**src/rtl/arbiter_pkg.sv**
```systemverilog
// Shared constants, state encoding and a lowest-set-bit helper for request_arbiter.
package arbiter_pkg;

    localparam int unsigned N     = 16;
    localparam int unsigned IDX_W = 4;

    typedef enum logic {
        IDLE  = 1'b0,
        OFFER = 1'b1
    } arb_state_e;

    function automatic logic [IDX_W-1:0] lowest_idx(input logic [N-1:0] v);
        logic found;
        lowest_idx = '0;
        found      = 1'b0;
        for (int unsigned i = 0; i < N; i++) begin
            if (v[i] && !found) begin
                lowest_idx = IDX_W'(i);
                found      = 1'b1;
            end
        end
    endfunction

endpackage

```
**src/rtl/request_arbiter_rr_select.sv**
```systemverilog
// Round-robin pick: lowest pending bit at or above ptr, else lowest pending bit overall.
module rr_select
    import arbiter_pkg::*;
(
    input  logic [N-1:0]     pending,
    input  logic [IDX_W-1:0] ptr,
    output logic [IDX_W-1:0] sel_idx,
    output logic             sel_any
);

    logic [N-1:0] masked;

    always_comb begin
        masked = '0;
        for (int unsigned i = 0; i < N; i++) begin
            masked[i] = pending[i] & (i >= 32'(ptr));
        end
    end

    always_comb begin
        sel_any = |pending;
        if (|masked) begin
            sel_idx = lowest_idx(masked);
        end else begin
            sel_idx = lowest_idx(pending);
        end
    end

endmodule

```
**src/rtl/request_arbiter.sv**
```systemverilog
// Registered round-robin arbiter: sticky request capture, one-hot + index grant over valid/ready.
module request_arbiter
    import arbiter_pkg::*;
(
    input  logic             clk,
    input  logic             reset,
    input  logic [N-1:0]     req_in,
    input  logic             clr_all,
    input  logic             grant_ready,
    output logic             grant_valid,
    output logic [IDX_W-1:0] grant_idx,
    output logic [N-1:0]     grant_onehot,
    output logic [N-1:0]     pending,
    output logic             busy
);

    localparam logic [N-1:0] ONE = N'(1);

    arb_state_e       state_q, state_d;
    logic [N-1:0]     pending_q, pending_d;
    logic [IDX_W-1:0] ptr_q, ptr_d;
    logic             grant_valid_q, grant_valid_d;
    logic [IDX_W-1:0] grant_idx_q, grant_idx_d;
    logic [N-1:0]     grant_onehot_q, grant_onehot_d;

    logic [IDX_W-1:0] sel_idx;
    logic             sel_any;
    logic             accept;
    logic [N-1:0]     accept_mask;

    rr_select u_rr_select (
        .pending (pending_q),
        .ptr     (ptr_q),
        .sel_idx (sel_idx),
        .sel_any (sel_any)
    );

    assign accept      = grant_valid_q & grant_ready;
    assign accept_mask = accept ? grant_onehot_q : '0;

    always_comb begin
        state_d        = state_q;
        pending_d      = pending_q;
        ptr_d          = ptr_q;
        grant_valid_d  = grant_valid_q;
        grant_idx_d    = grant_idx_q;
        grant_onehot_d = grant_onehot_q;

        if (clr_all) begin
            state_d        = IDLE;
            pending_d      = '0;
            grant_valid_d  = 1'b0;
            grant_onehot_d = '0;
        end else begin
            // OR-ing req_in last lets a same-cycle re-request survive its own accept
            pending_d = (pending_q & ~accept_mask) | req_in;
            unique case (state_q)
                IDLE: begin
                    if (sel_any) begin
                        state_d        = OFFER;
                        grant_valid_d  = 1'b1;
                        grant_idx_d    = sel_idx;
                        grant_onehot_d = ONE << sel_idx;
                    end
                end
                OFFER: begin
                    if (accept) begin
                        state_d        = IDLE;
                        grant_valid_d  = 1'b0;
                        grant_onehot_d = '0;
                        ptr_d          = grant_idx_q + IDX_W'(1);
                    end
                end
                default: state_d = IDLE;
            endcase
        end
    end

    always_ff @(posedge clk) begin
        if (reset) begin
            state_q        <= IDLE;
            pending_q      <= '0;
            ptr_q          <= '0;
            grant_valid_q  <= 1'b0;
            grant_idx_q    <= '0;
            grant_onehot_q <= '0;
        end else begin
            state_q        <= state_d;
            pending_q      <= pending_d;
            ptr_q          <= ptr_d;
            grant_valid_q  <= grant_valid_d;
            grant_idx_q    <= grant_idx_d;
            grant_onehot_q <= grant_onehot_d;
        end
    end

    assign grant_valid  = grant_valid_q;
    assign grant_idx    = grant_idx_q;
    assign grant_onehot = grant_onehot_q;
    assign pending      = pending_q;
    assign busy         = (pending_q != '0) | grant_valid_q;

endmodule

```
**config.mk**
```make
export PLATFORM = sky130hd
export DESIGN_NAME = request_arbiter
export DESIGN_NICKNAME = d
export VERILOG_FILES = /design/src/rtl/arbiter_pkg.sv /design/src/rtl/request_arbiter_rr_select.sv /design/src/rtl/request_arbiter.sv
export SDC_FILE = /design/constraint.sdc
export NUM_CORES = 1
export LEC_CHECK = 0
export BUFFER_PORTS_ARGS = -buffer_cell sky130_fd_sc_hd__buf_4
export CORE_MARGIN = 1.5
export CORE_UTILIZATION = 57
export DETAILED_ROUTE_END_ITERATION = 8
export PLACE_DENSITY = 0.92
export SYNTH_ARGS = -nofsm -noshare
export SYNTH_HDL_FRONTEND = slang
export SYNTH_HIERARCHICAL = 1
export SYNTH_SLANG_ARGS = --single-unit
```
**constraint.sdc**
```tcl
create_clock -name clk -period 7.25 [get_ports clk]
set_clock_uncertainty 0.1 [all_clocks]
set_input_delay 0.3625 -clock clk [delete_from_list [all_inputs] [get_ports clk]]
set_output_delay 0.3625 -clock clk [all_outputs]
set_load 0.05 [all_outputs]
```
==> summary.md <==
| Metric | Value |
|---|---|
| Final TNS setup | 0 ps |
| Final layout net count | 356 |
| 1st-iter DRT viols | 236 |
| CTS H-tree lvls | 2 |
| First-pass GRT wire length | 10400 um |
| Non-filler instance count after layout | 384 |
| Routability cong. | 0.905 |
| Root buffer cell | clkbuf_8 |
| Residual DRC count | 0 |
| Max Buffers Root-to-Sink | 2 |
| Reg-to-reg slack, setup | 4060 ps |
| Synthesized flop and latch total | 42 |
| Hold path cells | 3 |
| ANT cells | 0 |
| F_max | 313 MHz |
| Async SR Flop Fraction | 0% |
| Layout cell share with drive strength beyond 1 | 21.7% |
| Fin Hold WS | 167 ps |
| Vias per cell | 6.48 |
| CTS tree | built |
| Cell leakage power | 1.04 nW |
| Syn Nets | 310 |
| Ys flop type | dfxtp_1 |
| Synth warn | 6 |
| Reg2reg start | ptr_q[1] |
| Number of global-route vias before repair | 2083 |
| Tot Pwr | 0.544 mW |
| Setup Fix Bufs, Post-CTS | 0 |
| Yosys cell types | 50 |
| CP max FO | 14 |
| Critical Path End Type | flip-flop |
| Die H | 65.9 um |
| Placed insts | 376 |
| Die Area | 4340 um^2 |
| Max VDD drop | 0.200 mV |
| Syn-to-layout area delta | 21.4% |
| Power per cell area | 199 nW/um^2 |
| Status | finished, final reports clean |
| Clock latency on the worst-skew pair | 290 ps |
| WP data required | 7380 ps |
| Fin crit share | 44.0% |
| Worst Slack Setup Final | 4060 ps |
| Cts hold-fix bufs | 0 |
| RSZ-0062 raised after global routing | false |
| Final instance area | 2740 um^2 |
| Die W | 65.9 um |
| Final hold vios | 0 |
| Post-DP HPWL | 4550 um |
| WL final | 6570 um |
| PortBufs | 57 |
| Gr ovfl total | 0 |
| Syn Area/Cell | 7.79 um^2 |
| Worst R2R Path Depth | 9 |
| Reg clk slew, reported paths | 80 ps |
| Clock sinks | 42 |
| # IOs | 58 |
| Hold crit path type | primary input to flip-flop |
| DRT Pass-1 Iters | 5 |
| GRT Util Overall | 30.8% |
| Dpl cell area | 2650 um^2 |
| TritonCTS Buffers | 5 |
| Worst Min Path Start | req_in[9] |
| Fin. max-slew vios | 0 |
| Placeable Area | 3720 um^2 |
| Max Cap Viol | 0 |
| Post-place setup slack | 4330 ps |
| Initial core utilization | 60.6% |
| Crit path time final | 3190 ps |
| Num rows | 22 |
| Worst slew pin tran | 952 ps |
| Largest net degree at the start of global routing | 35 |
| Critical path data arrival time | 3320 ps |
| Avg WL per Cell | 17.1 um |
| EDFF count, synth | 0 |
| Max-slew headroom | 35.6% |
| Hold Path End | pending[9] |
| Post-detailed-route count of antenna-violating nets | 0 |
| Initial antenna violation count | 0 |
| Reg2reg end | grant_onehot[1] |
| Worst setup path category | flip-flop to flip-flop |
| Syn Inst Count | 289 |
| Fin util | 73.6% |
| Post-synthesis sequential area ratio | 37.3% |
| Startpoint Class | flip-flop |
| Via count | 2488 |
| Final setup vio count | 0 |
| Synth Cell Area | 2250 um^2 |
| PostCTS Resize Cnt | 0 |
routing by layer:
metal | routed length, um | GRT usage, %
met5 | 0 | 0
met3 | 615 | 5.79
met1 | 2760 | 42.6
met2 | 3100 | 48.6
met4 | 96 | 9.38
worst max path at each step:
stage	cells after the start	to	from
after detailed placement	9	grant_onehot[3]	ptr_q[2]
after CTS	9	grant_onehot[0]	ptr_q[2]
final	9	grant_onehot[1]	ptr_q[1]
after global routing	9	grant_onehot[1]	ptr_q[1]
after floorplan	9	grant_onehot[4]	pending[0]
after global placement	9	grant_onehot[1]	ptr_q[1]
flip-flops by register name, indices dropped and copies added, names as in the netlist:
register,count
grant_idx,4
grant_onehot,16
ptr_q,4
state_q,1
grant_valid,1
pending,16
cell usage in the layout, fill, tap and decap left out, types with 5 or more instances in the layout:
cell type | netlist | routed
nand2_1 | 14 | 14
a32oi_1 | 16 | 16
inv_1 | 6 | 6
o21ai_0 | 18 | 18
nand2b_1 | 7 | 7
buf_4 | 1 | 57
dfxtp_1 | 42 | 42
clkbuf_8 | 0 | 5
o21ai_1 | 5 | 5
a21oi_1 | 30 | 30
nor2_1 | 46 | 46
nand3_1 | 24 | 24
kinds of logic (layout without fill, tap and decap cells):
kind of cell	after synthesis	in the layout	share of synthesized area (%)
simple gates	126	126	29.2
compound gates	94	94	27.1
flops	42	42	37.3
buf+inv	24	71	5.06
xor+xnor	2	2	0.778
fa+ha+maj	1	1	0.555
cell type report:
class                           instances  area [um^2]
Clock buffer                            6         72.6
Tap cell                               48         60.1
Multi-Input combinational cell        223         1300
Clock inverter                          2         13.8
Timing Repair Buffer                   57          428
Fill cell                             287          981
Inverter                                6         22.5
Sequential cell                        42          841
cells in the mapped netlist, types with 2 or more instances:
master | number | area share, %
a211oi_1 | 4 | 1.3
a21boi_0 | 3 | 1.0
a21boi_1 | 2 | 0.67
a21oi_1 | 30 | 6.7
a32oi_1 | 16 | 6.2
and2_1 | 2 | 0.56
and3_1 | 2 | 0.56
and4b_1 | 2 | 0.89
buf_2 | 10 | 2.2
clkbuf_1 | 6 | 1.0
dfxtp_1 | 42 | 37
inv_1 | 6 | 1.0
nand2_1 | 14 | 2.3
nand2b_1 | 7 | 1.9
nand3_1 | 24 | 5.3
nand4_1 | 3 | 0.83
nor2_1 | 46 | 7.7
nor2b_1 | 4 | 1.1
nor3_1 | 4 | 0.89
nor3b_1 | 2 | 0.67
nor4_1 | 4 | 1.1
nor4_2 | 4 | 2.2
o211ai_1 | 2 | 0.67
o21ai_0 | 18 | 4.0
o21ai_1 | 5 | 1.1
o311ai_1 | 2 | 0.78
o31ai_1 | 2 | 0.67
power by group:
group	internal, mW	switching (mW)	leakage [nW]
sequential	0.240	0.0190	0.342
clock	0.0679	0.0784	0.0452
combinational	0.0488	0.0904	0.656
worst max-delay path, cell delays in order (launching register included):
cell      delay (ps)
dfxtp_1          590
a21boi_1         150
o21ai_1          250
nand3_1          190
nor4_2           350
nor2b_1          220
a21oi_1          140
nor4b_1          850
a32oi_1          140
nor2_1           140
(Power assumes the default switching activity.)
